File: config.mk
export PLATFORM = sky130hd
export DESIGN_NAME = tetris_game_ctrl
export DESIGN_NICKNAME = d
export VERILOG_FILES = /design/src/rtl/tetris_game_ctrl_pkg.sv /design/src/rtl/tetris_line_clear.sv /design/src/rtl/tetris_game_ctrl.sv
export SDC_FILE = /design/constraint.sdc
export NUM_CORES = 1
export LEC_CHECK = 0
export CAP_MARGIN = 30
export CORE_AREA = 2 2 249 251
export DETAILED_ROUTE_END_ITERATION = 8
export DIE_AREA = 0 0 251 253
export HOLD_SLACK_MARGIN = 0.06
export REMOVE_ABC_BUFFERS = 1
export SLEW_MARGIN = 20
export SYNTH_ARGS = -nofsm -noshare
export SYNTH_HDL_FRONTEND = slang
export SYNTH_HIERARCHICAL = 1
export SYNTH_SLANG_ARGS = --single-unit
File: constraint.sdc
create_clock -name clk -period 7.2 [get_ports clk]
set_clock_uncertainty 0.15 [all_clocks]
set_input_delay 1.08 -clock clk [delete_from_list [all_inputs] [get_ports clk]]
set_output_delay 1.08 -clock clk [all_outputs]
set_load 0.02 [all_outputs]
File: src/rtl/tetris_game_ctrl_pkg.sv
`default_nettype none
// +--------------------------------------------------------------------+
// | Module  : tetris_game_ctrl_pkg                                     |
// | Purpose : Shared game-state encoding and board geometry for the    |
// |           Tetris game controller and its line-clear datapath.      |
// | Ports   : none (package)                                           |
// | Rev     : 1.0  initial release                                     |
// +--------------------------------------------------------------------+
package tetris_game_ctrl_pkg;

  typedef enum logic [2:0] {
    ST_INITIAL        = 3'd0,
    ST_GENERATE_PIECE = 3'd1,
    ST_FALLING        = 3'd2,
    ST_CLEAR_LINES    = 3'd3,
    ST_GAME_OVER      = 3'd4
  } state_t;

  localparam int BOARD_W    = 10;
  localparam int BOARD_H    = 20;
  localparam int BOARD_BITS = BOARD_W * BOARD_H;
  localparam int ROW_W      = 5;   // row pointer width, holds 0..19
  localparam int BASE_W     = 8;   // bit offset of a row start, holds 0..190

  localparam logic [ROW_W-1:0] LAST_ROW = ROW_W'(BOARD_H - 1);

endpackage : tetris_game_ctrl_pkg
`default_nettype wire

File: src/rtl/tetris_line_clear.sv
`default_nettype none
// +--------------------------------------------------------------------+
// | Module  : tetris_line_clear                                        |
// | Purpose : Row pointer and shift datapath for line clearing. Scans  |
// |           the board bottom-up one row per clock; the controller    |
// |           commits o_board_shifted whenever o_row_full is high.     |
// | Ports   : clk, rst_n        clock / async active-low reset         |
// |           i_start           reload pointer to the bottom row       |
// |           i_active          controller is in CLEAR_LINES           |
// |           i_board           current settled board                  |
// |           o_row_full        row under the pointer is complete      |
// |           o_board_shifted   board with that row removed            |
// |           o_done            scan finished (row 0 checked, not full)|
// | Rev     : 1.0  initial release                                     |
// +--------------------------------------------------------------------+
module tetris_line_clear
  import tetris_game_ctrl_pkg::*;
(
  input  logic                  clk,
  input  logic                  rst_n,
  input  logic                  i_start,
  input  logic                  i_active,
  input  logic [BOARD_BITS-1:0] i_board,
  output logic                  o_row_full,
  output logic [BOARD_BITS-1:0] o_board_shifted,
  output logic                  o_done
);

  logic [ROW_W-1:0]   r_ptr;
  logic [BASE_W-1:0]  w_base;
  logic [BOARD_W-1:0] w_row;
  logic               w_full;

  assign w_base = BASE_W'(r_ptr) * BASE_W'(BOARD_W);
  assign w_row  = i_board[w_base +: BOARD_W];
  assign w_full = i_active & (&w_row);

  assign o_row_full = w_full;
  assign o_done     = i_active & ~w_full & (r_ptr == '0);

  // Rows at or above the pointer take the row above them; rows below the
  // pointer are untouched. Row 0 always becomes empty on a shift.
  for (genvar r = 0; r < BOARD_H; r++) begin : g_row
    if (r == 0) begin : g_top
      assign o_board_shifted[0 +: BOARD_W] = '0;
    end else begin : g_body
      assign o_board_shifted[r*BOARD_W +: BOARD_W] =
        (ROW_W'(r) <= r_ptr) ? i_board[(r-1)*BOARD_W +: BOARD_W]
                             : i_board[r*BOARD_W +: BOARD_W];
    end
  end

  // After a shift the pointer holds so the row that dropped into this
  // index gets checked as well.
  always_ff @(posedge clk or negedge rst_n) begin
    if (!rst_n) begin
      r_ptr <= LAST_ROW;
    end else if (i_start) begin
      r_ptr <= LAST_ROW;
    end else if (i_active && !w_full && (r_ptr != '0)) begin
      r_ptr <= r_ptr - 1'b1;
    end
  end

endmodule : tetris_line_clear
`default_nettype wire

File: src/rtl/tetris_game_ctrl.sv
`default_nettype none
// +--------------------------------------------------------------------+
// | Module  : tetris_game_ctrl                                         |
// | Purpose : Central Tetris game sequencer. Owns the game state, the  |
// |           settled board, the gravity timer and the cleared-line    |
// |           counter.                                                 |
// | Ports   : clk, rst_n                  clock / async active-low rst |
// |           rotate, soft_drop           player controls (levels)     |
// |           game_next_state_initial,    INITIAL-phase proposals      |
// |           blocks_exist_initial                                     |
// |           spawn_blocked, spawn_done   piece generator results      |
// |           piece_landed, board_merged  piece mover landing report   |
// |           game_current_state          registered state broadcast   |
// |           blocks_exist                settled board (row*10+col)   |
// |           drop_tick                   1-cycle gravity pulse        |
// |           lines_cleared               saturating total             |
// |           clearing                    high in CLEAR_LINES          |
// | Rev     : 1.0  initial release                                     |
// +--------------------------------------------------------------------+
module tetris_game_ctrl
  import tetris_game_ctrl_pkg::*;
#(
  parameter int DROP_DIV = 50_000_000,
  parameter int FAST_DIV = 5_000_000,
  parameter int CNT_W    = 26
) (
  input  logic                  clk,
  input  logic                  rst_n,
  input  logic                  rotate,
  input  logic                  soft_drop,
  input  logic [2:0]            game_next_state_initial,
  input  logic [BOARD_BITS-1:0] blocks_exist_initial,
  input  logic                  spawn_blocked,
  input  logic                  spawn_done,
  input  logic                  piece_landed,
  input  logic [BOARD_BITS-1:0] board_merged,
  output logic [2:0]            game_current_state,
  output logic [BOARD_BITS-1:0] blocks_exist,
  output logic                  drop_tick,
  output logic [15:0]           lines_cleared,
  output logic                  clearing
);

  state_t                r_state;
  state_t                w_next_state;
  logic [CNT_W-1:0]      r_cnt;
  logic                  r_tick;
  logic [BOARD_BITS-1:0] r_board;
  logic [15:0]           r_lines;
  logic                  r_rotate_q;

  logic                  w_lc_start;
  logic                  w_lc_active;
  logic                  w_row_full;
  logic                  w_lc_done;
  logic [BOARD_BITS-1:0] w_shifted;
  logic [CNT_W-1:0]      w_div_m1;
  logic                  w_rotate_rise;

  assign w_lc_start    = (r_state == ST_FALLING) && piece_landed;
  assign w_lc_active   = (r_state == ST_CLEAR_LINES);
  assign w_rotate_rise = rotate & ~r_rotate_q;
  assign w_div_m1      = soft_drop ? CNT_W'(FAST_DIV - 1) : CNT_W'(DROP_DIV - 1);

  tetris_line_clear u_line_clear (
    .clk             (clk),
    .rst_n           (rst_n),
    .i_start         (w_lc_start),
    .i_active        (w_lc_active),
    .i_board         (r_board),
    .o_row_full      (w_row_full),
    .o_board_shifted (w_shifted),
    .o_done          (w_lc_done)
  );

  always_ff @(posedge clk or negedge rst_n) begin
    if (!rst_n) begin
      r_state <= ST_INITIAL;
    end else begin
      r_state <= w_next_state;
    end
  end

  always_comb begin
    w_next_state = r_state;
    case (r_state)
      ST_INITIAL: begin
        if (game_next_state_initial == ST_GENERATE_PIECE) begin
          w_next_state = ST_GENERATE_PIECE;
        end
      end
      ST_GENERATE_PIECE: begin
        // A blocked spawn wins over a simultaneous success report.
        if (spawn_blocked) begin
          w_next_state = ST_GAME_OVER;
        end else if (spawn_done) begin
          w_next_state = ST_FALLING;
        end
      end
      ST_FALLING: begin
        if (piece_landed) begin
          w_next_state = ST_CLEAR_LINES;
        end
      end
      ST_CLEAR_LINES: begin
        if (w_lc_done) begin
          w_next_state = ST_GENERATE_PIECE;
        end
      end
      ST_GAME_OVER: begin
        if (w_rotate_rise) begin
          w_next_state = ST_INITIAL;
        end
      end
      default: begin
        w_next_state = ST_INITIAL;
      end
    endcase
  end

  // Counter and tick default to 0 every cycle, so they only move while
  // FALLING and are automatically cleared on entry to it.
  always_ff @(posedge clk or negedge rst_n) begin
    if (!rst_n) begin
      r_cnt      <= '0;
      r_tick     <= 1'b0;
      r_board    <= '0;
      r_lines    <= '0;
      r_rotate_q <= 1'b0;
    end else begin
      r_rotate_q <= rotate;
      r_tick     <= 1'b0;
      r_cnt      <= '0;
      case (r_state)
        ST_INITIAL: begin
          r_board <= blocks_exist_initial;
          r_lines <= '0;
        end
        ST_FALLING: begin
          if (piece_landed) begin
            r_board <= board_merged;
          end else if (r_cnt >= w_div_m1) begin
            // >= also covers soft_drop rising with the count already past
            // the fast divisor.
            r_tick <= 1'b1;
          end else begin
            r_cnt <= r_cnt + 1'b1;
          end
        end
        ST_CLEAR_LINES: begin
          if (w_row_full) begin
            r_board <= w_shifted;
            if (r_lines != 16'hFFFF) begin
              r_lines <= r_lines + 16'd1;
            end
          end
        end
        default: begin
        end
      endcase
    end
  end

  assign game_current_state = r_state;
  assign blocks_exist       = r_board;
  assign drop_tick          = r_tick;
  assign lines_cleared      = r_lines;
  assign clearing           = (r_state == ST_CLEAR_LINES);

endmodule : tetris_game_ctrl
`default_nettype wire
==> impl_metrics.ini, run 1 <==
[worst_setup_path]
path_delay_family = simple AND/OR/NAND/NOR gates
critical_path_arrival_ns = 6.29
r2r_end = blocks_exist[39]$_DFFE_PN0P_
path_cells = ha_1, ha_2, fa_1, nor2_1, o21ai_0, or4_1, o21ai_0, a311oi_1, o41a_1, a211o_1, nor2_1, nand3_1, o21ai_0, nand2b_4, buf_12, nand2_1, o21ai_0
start_kind = register
crit_path_max_fanout = 82
r2r-start = u_line_clear/r_ptr[1]$_DFFE_PN1P_
cp_num_cells = 17
crit_top_cell = o21ai_0
path_buf_inv = 1
worstSetupPathType = reg2reg
crit_slowest_cell = dfstp_4
critical-path-max-stage-delay_ns = 0.83
reg2reg_depth = 17
reg2reg_slack_ns = 1.22
critPathCaptureType = register
required_ns = 7.51

[power_and_ir_drop]
p_leak_uw = 0.0111
power_density_nw_per_um2 = 478
irDropWorstVdd_mv = 0.244

[route]
wl_met3_um = 5090
drc = 0
wl_met1_um = 37000
wl_met2_um = 42900
wl_um = 87900
ant_nets = 0
highest_layer = met4
vias_per_cell = 5.59
wl_per_cell_um = 23.0
dr.pass1.iters = 6
vias = 21400
drt_iter0_drc = 1571

[die]
placementRows = 91
die_y_um = 253
boundaryPins = 631
dieArea_um2 = 63500
initial_core_util_pct = 34.0
core_um2 = 61000
die_width_um = 251

[clock_network]
cts.clk_slew.worst_paths_ns = 0.07
clock_latency_ns = 0.61
clockRootBuffer = clkbuf_16
cts_sinks = 252
cts_tree = built
cts_hold_buffers = 0
cts_max_path_buffers = 3
post_cts_resized = 0
postCtsSetupBuffers = 0
cts-htree-levels = 1
numCtsBuffers = 31

[logic_synthesis]
synth_cells = 2494
netlist_area_um2 = 20700
synth_top_area_share_pct = 30.1
ys_warn_count = 6
yosys.area.top_type = dfrtp_1
synth_area_leaders = dfrtp_1 30%, mux2i_1 11%, mux2_2 10%
ys_async_sr_fraction_pct = 100
synth-main-ff-cell = dfrtp_1
ys_ff_latch = 252
synth_edf_count = 0
ys_types = 89
ys_seq_area_share_pct = 30.4
avgSynthCellArea_um2 = 8.31

[global_route]
grt_pass1_vias = 21100
grt-ovfl-total = 0
grtUsageTotal_pct = 26.5
grt_pass1_wl_um = 131000
grt_max_degree = 210
antenna_found_initial = 1

[sta]
fin_crit_ns = 5.98
rsz0062_at_grt = no
hold_viol_final = 0
relSlewSlack_pct = 27.7
setup_viol = 0
drv_slew = 0
max_slew.worst_pin.slew_ns = 1.09
post-route-period-util_pct = 83.1
setup_ws_ns = 1.22
clock.fmax_mhz = 167

[run_status]
outcome = finished, final reports clean

[placed_design]
pre_cts_ws_ns = 1.23
place.gp.congestion = 0.876
portBuffers = 630
dp_hpwl_um = 65100

[worst_hold_path]
min_path_type = in2async

[final_layout]
multiInputGateArea_um2 = 13500
seq_area_um2 = 6320
area_growth_pct = 38.0
final_util_pct = 46.9
drive_gt1_share_pct = 11.7
num-nets-final = 3450
fill_cells = 5857

[run]
maxCapViolCount = 0
Yosys cell counts (24+ instances only):
library cell and count:
xnor2_1 24, mux2_2 193, a21oi_1 241, mux4_2 27
dfrtp_1 249, nand3_1 103, mux2i_1 221, ha_1 27
clkbuf_1 101, nand2_1 317, nor3_1 35, o21ai_0 272
buf_2 59, nor2_1 256
flip-flops by register name (all words and copies together) (netlist names):
signal and count:
lines_cleared 16, blocks_exist 200, u_line_clear/r_ptr 5, r_cnt 26
drop_tick 1, game_current_state 3, r_rotate_q 1
report_power, final:
part,switching [µW],internal [µW]
Clock,670,936
Sequential,1610,2030
Combinational,4620,3810
Total,6890,6770
routing by layer:
| layer | GRT usage [%] | vias to the layer above |
|---|---|---|
| met4 | 8.21 | 0 |
| met1 | 34.1 | 10300 |
| li1 | - | 10100 |
| met3 | 4.31 | 150 |
| met5 | 0 | - |
| met2 | 45.5 | 828 |
cells in the final DEF (no fill, tap or decap), drive strengths merged, types with 37 or more instances in the layout:
cell type,n
mux2i,221
nor3,37
a21oi,243
buf,46
o21ai,278
clkbuf,45
dfrtp,249
mux2,193
nand2,317
nand3,104
nor2,256
clkdlybuf4s50,629
metrics by stage:
stage,std cells,total power [µW],hold WS [ns],cell area (µm²),setup TNS (ns)
4_1_cts,3823,13700,0.373,28600,0
3_5_place_dp,3766,12000,0.364,27500,0
6_report,3827,13700,0.336,28600,0
2_1_floorplan,2303,8740,0.339,19800,-1471.66
3_3_place_gp,3759,11800,0.359,27500,0
5_1_grt,3827,14600,0.412,28600,0
worst max-delay path by stage:
stage                                        end  slack [ns]                              start
floorplan            blocks_exist[0]$_DFFE_PN0P_       -6.95  game_current_state[0]$_DFFE_PN0P_
detailed placement  blocks_exist[40]$_DFFE_PN0P_        1.23  u_line_clear/r_ptr[1]$_DFFE_PN1P_
global placement    blocks_exist[27]$_DFFE_PN0P_        1.33  u_line_clear/r_ptr[1]$_DFFE_PN1P_
finish              blocks_exist[39]$_DFFE_PN0P_        1.22  u_line_clear/r_ptr[1]$_DFFE_PN1P_
global route        blocks_exist[18]$_DFFE_PN0P_        0.94  u_line_clear/r_ptr[1]$_DFFE_PN1P_
CTS                 blocks_exist[40]$_DFFE_PN0P_        1.20  u_line_clear/r_ptr[1]$_DFFE_PN1P_
logic make-up after synthesis:
kind of cell / count (synthesis) / share of synthesized area [%]
fa+ha+maj: 28 / 1.73
buf+inv: 215 / 4.96
compound gates: 671 / 18.8
other cells: 1 / 0.0181
mux: 441 / 24.1
flops: 252 / 30.4
simple gates: 845 / 18.3
xor+xnor: 41 / 1.73
final cells by class:
class | instances | area share [%]
well taps | 790 | 3.46
repair buffers | 676 | 23.5
diodes | 1 | 0.00875
inverters | 15 | 0.197
clock inverters | 13 | 0.499
clock buffers | 44 | 3.13
multi-input cells | 2036 | 47.1
flip-flops and latches | 252 | 22.1
No activity file was read; power rests on OpenSTA's default activity.
==> inputs of run 2 (changes only) <==
- CORE_AREA: 2 2 249 251 -> 2 2 242 244
- DIE_AREA: 0 0 251 253 -> 0 0 244 246
- clock period: 7.2 -> 5.6 ns (I/O delays scaled with it)
==> impl_metrics.ini, run 2 (same netlist as run 1, synthesis figures left out) <==
[worst_setup_path]
r2r_end = blocks_exist[57]$_DFFE_PN0P_
reg2reg_slack_ns = 0.40
crit_start = u_line_clear/r_ptr[1]$_DFFE_PN1P_
crit_slowest_cell = dfstp_4
reg2reg_depth = 17
path_delay_family = compound AO/OA/AOI/OAI gates
critical_path_arrival_ns = 5.46
critPathCaptureType = register
crit_top_cell = o21ai_0
path_cells = ha_1, ha_2, fa_1, nor2_1, o21ai_0, or4_1, o21ai_0, a311oi_1, o41a_1, a211o_1, nor2_1, nand3_1, o21ai_0, nand2b_4, buf_12, nand2_1, o21ai_0
path_buf_inv = 1
start_kind = register
worstSetupPathType = reg2reg
r2r-start = u_line_clear/r_ptr[1]$_DFFE_PN1P_
crit_path_max_fanout = 214
critical-path-max-stage-delay_ns = 0.64
required_ns = 5.86

[route]
vias_per_cell = 5.59
wl_per_cell_um = 22.8
drc = 0
dr.pass1.iters = 5
wl_um = 86800
drt_iter0_drc = 1685
ant_nets = 0
vias = 21200

[final_layout]
final_common_cell = clkdlybuf4s50_1
stdcell_count = 3800
most-common-layout-cells = 629 x clkdlybuf4s50_1, 317 x nand2_1, 272 x o21ai_0
area_growth_pct = 38.2
drive_gt1_share_pct = 11.7
num-nets-final = 3450
fill_cells = 5453
largest_register_ffs = 200

[sta]
drv_slew = 0
clock.fmax_mhz = 192
rsz0062_at_grt = no
setup_ws_ns = 0.397
max_slew.worst_pin.slew_ns = 1.00
setup_viol = 0
post-route-period-util_pct = 92.9
hold_viol_final = 0
relSlewSlack_pct = 33.0
fin_crit_ns = 5.20

[die]
placementRows = 88
die_width_um = 244
boundaryPins = 631
die_y_um = 246
initial_core_util_pct = 36.1
core_um2 = 57400
dieArea_um2 = 60000

[clock_network]
cts.clk_slew.worst_paths_ns = 0.06
post_cts_resized = 0
cts_sinks = 252
clock_latency_ns = 0.58
clockRootBuffer = clkbuf_16
cts_tree = built
numCtsBuffers = 30
cts-htree-levels = 1
cts_max_path_buffers = 3
postCtsSetupBuffers = 0
cts_hold_buffers = 0

[placed_design]
place.gp.congestion = 0.891
placed_cells = 3744
pre_cts_ws_ns = 0.504
portBuffers = 630
dp_hpwl_um = 64600

[power_and_ir_drop]
irDropWorstVdd_mv = 0.344
p_leak_uw = 0.0111
power_density_nw_per_um2 = 614

[global_route]
grt_max_degree = 215
grt-ovfl-total = 0
grtUsageTotal_pct = 27.7
antenna_found_initial = 2
grt_pass1_wl_um = 130000
grt_pass1_vias = 20900

[run]
maxCapViolCount = 0

[run_status]
outcome = finished, final reports clean

[worst_hold_path]
min_path_type = in2async
## run 2: changes by cell type in the layout (fill, tap and decap cells not counted), moves of 2 or more
cell / before / now
buf_12: 5 / 8
bufinv_16: 2 / 5
clkbuf_1: 6 / 2
clkbuf_8: 7 / 5
clkinv_4: 2 / 0
clkinvlp_4: 2 / 4
## run 2: stage by stage
stage	hold WS [ns]	total power (µW)	setup TNS, ns	instance area, µm²	util (%)
finish	0.114	17600	0	28600	49.9
global route	0.179	18700	0	28600	49.9
CTS	0.168	17600	0	28600	49.9
detailed placement	0.368	15400	0	27600	48.1
global placement	0.368	15200	0	27500	47.9
floorplan	0.339	10900	-1875.86	19800	-
## run 2: worst max-delay path by stage
stage / to / slack, ns / depth (start not counted)
CTS: lines_cleared[11]$_DFFE_PN0P_ / 0.48 / 16
detailed placement: lines_cleared[15]$_DFFE_PN0P_ / 0.50 / 16
global route: blocks_exist[28]$_DFFE_PN0P_ / 0.14 / 17
floorplan: blocks_exist[0]$_DFFE_PN0P_ / -8.55 / 3
global placement: lines_cleared[15]$_DFFE_PN0P_ / 0.54 / 14
finish: blocks_exist[57]$_DFFE_PN0P_ / 0.40 / 17
## run 2: per-layer routing
layer / track usage [%] / vias to the layer above / wire, µm
met5: 0 / - / 13
met4: 7.05 / 2 / 2140
met3: 3.70 / 127 / 5010
met2: 48.3 / 806 / 42800
met1: 36.1 / 10200 / 36800
li1: - / 10100 / -
## run 2: power by group
group,leakage [µW],internal [µW],switching [µW]
Sequential,0.00316,2610,1990
Clock,0.000519,1300,832
Combinational,0.00745,4920,5950
## run 2: layout make-up
type	instances	area (µm²)	area share [%]
Multi-Input combinational cell	2036	13500	47.0
Timing Repair Buffer	677	6760	23.6
Sequential cell	252	6320	22.1
Tap cell	765	957	3.34
Clock buffer	38	852	2.97
Clock inverter	16	215	0.751
Inverter	15	56.3	0.197
Antenna cell	1	2.50	0.00874
==> inputs of run 3 (changes only) <==
- CORE_AREA: 2 2 242 244 -> 2 2 249 251
- DIE_AREA: 0 0 244 246 -> 0 0 251 253
- DONT_BUFFER_PORTS: default -> 1
- SLEW_MARGIN: 20 -> default
==> impl_metrics.ini, run 3 (same netlist as run 1, synthesis figures left out) <==
[die]
initial_core_util_pct = 34.0
boundaryPins = 631
dieArea_um2 = 63500
die_y_um = 253
die_width_um = 251
placementRows = 91
core_um2 = 61000

[clock_network]
clock_latency_ns = 0.60
postCtsSetupBuffers = 0
cts_tree = built
cts_max_path_buffers = 3
cts.clk_slew.worst_paths_ns = 0.06
clockRootBuffer = clkbuf_16
cts-htree-levels = 1
cts_sinks = 252
numCtsBuffers = 31

[route]
wl_per_cell_um = 25.2
ant_nets = 0
wl_um = 80900
vias_per_cell = 5.94
dr.pass1.iters = 8
drt_iter0_drc = 1923
drc = 0
vias = 19000

[worst_hold_path]
min_path_type = in2async

[sta]
post-route-period-util_pct = 96.0
drv_slew = 0
setup_viol = 0
rsz0062_at_grt = no
clock.fmax_mhz = 186
max_slew.worst_pin.slew_ns = 1.06
hold_viol_final = 250
relSlewSlack_pct = 29.1
whs_ns = -0.207
fin_crit_ns = 5.38

[power_and_ir_drop]
p_leak_uw = 0.00874
power_density_nw_per_um2 = 712
irDropWorstVdd_mv = 0.478

[worst_setup_path]
critical-path-max-stage-delay_ns = 0.63
crit_path_max_fanout = 184
required_ns = 5.88
path_cells = ha_1, ha_2, fa_1, nor2_1, o21ai_0, or4_1, a32oi_1, o21ai_0, a211o_1, nor2_1, nand3_1, o21ai_0, nand2b_4, buf_12, nand2_1, o21ai_0
critical_path_arrival_ns = 5.66
reg2reg_slack_ns = 0.22
crit_top_cell = o21ai_0
critPathCaptureType = register
start_kind = register
worstSetupPathType = reg2reg
crit_slowest_cell = dfstp_4

[final_layout]
num-nets-final = 2829
final_util_pct = 36.7
final_common_cell = nand2_1
most-common-layout-cells = 317 x nand2_1, 271 x o21ai_0, 256 x nor2_1
stdcell_area_um2 = 22400
largest_register_ffs = 200
drive_gt1_share_pct = 15.0
area_growth_pct = 8.12

[placed_design]
place_area_um2 = 21300
place.gp.congestion = 0.871
portBuffers = 0
dp_hpwl_um = 59000

[run]
maxCapViolCount = 0

[global_route]
grt_pass1_wl_um = 120000
grt-ovfl-total = 0
grtUsageTotal_pct = 24.4
grt_pass1_vias = 18700
antenna_found_initial = 3
grt_max_degree = 253

[run_status]
violations = hold timing
outcome = finished, violations left
-- run 3: metal layers --
metal,vias up,wire [µm],share of wire (%),GRT usage [%]
li1,8878,-,-,-
met1,9137,33500,41,31.2
met2,879,38800,48,41.0
met3,138,5890,7.3,4.85
met4,0,2740,3.4,8.57
met5,-,0,0,0
-- run 3: worst paths after layout --
| path | start | end | cells after the start |
|---|---|---|---|
| worst max-delay path | u_line_clear/r_ptr[1]$_DFFE_PN1P_ | blocks_exist[35]$_DFFE_PN0P_ | 16 |
| worst min-delay path | rst_n | blocks_exist[162]$_DFFE_PN0P_ | 0 |
| worst min register to register | r_cnt[0]$_DFF_PN0_ | r_cnt[0]$_DFF_PN0_ | 1 |
| max in group asynchronous | rst_n | blocks_exist[135]$_DFFE_PN0P_ | 0 |
| worst max register to register | u_line_clear/r_ptr[1]$_DFFE_PN1P_ | blocks_exist[35]$_DFFE_PN0P_ | 16 |
| min in group clk | rotate | r_rotate_q$_DFF_PN0_ | 0 |
-- run 3: layout make-up --
cell class	instances	area, µm²
Multi-Input combinational cell	2036	13500
Tap cell	790	988
Sequential cell	252	6320
Antenna cell	3	7.51
Clock buffer	41	893
Fill cell	6226	38600
Clock inverter	14	145
Inverter	15	56.3
Timing Repair Buffer	55	524
-- run 3: metrics by stage --
step           total power, µW  worst slack (ns)  setup TNS (ns)  instances  hold WS [ns]
2_1_floorplan            10900             -8.55        -1875.86       2303         0.339
3_3_place_gp             13600             0.270               0       3142         0.368
3_5_place_dp             13900             0.228               0       3147         0.369
4_1_cts                  16000             0.196               0       3202        -0.252
5_1_grt                  17100            0.0199               0       3206        -0.239
6_report                 15900             0.222               0       3206        -0.207
-- run 3: power breakdown --
part | internal (µW) | switching [µW]
registers | 2580 | 2890
clock network | 1210 | 841
logic | 3590 | 4830
total | 7380 | 8560
-- run 3: worst max-delay path, delay by kind of cell, from the launching register on --
kind / cells / cell delay, ns
DFF: 1 / 0.63
AOI/OAI and AO/OA: 6 / 1.53
buffers and inverters: 1 / 0.25
and+or+nand+nor: 6 / 1.38
adders and majority gates: 3 / 1.04
-- run 3: what timing repair did --
item	4_1_cts	5_1_grt
setup endpoints to repair	0	4
gates resized for setup	0	1
endpoints found under the hold margin	252	252
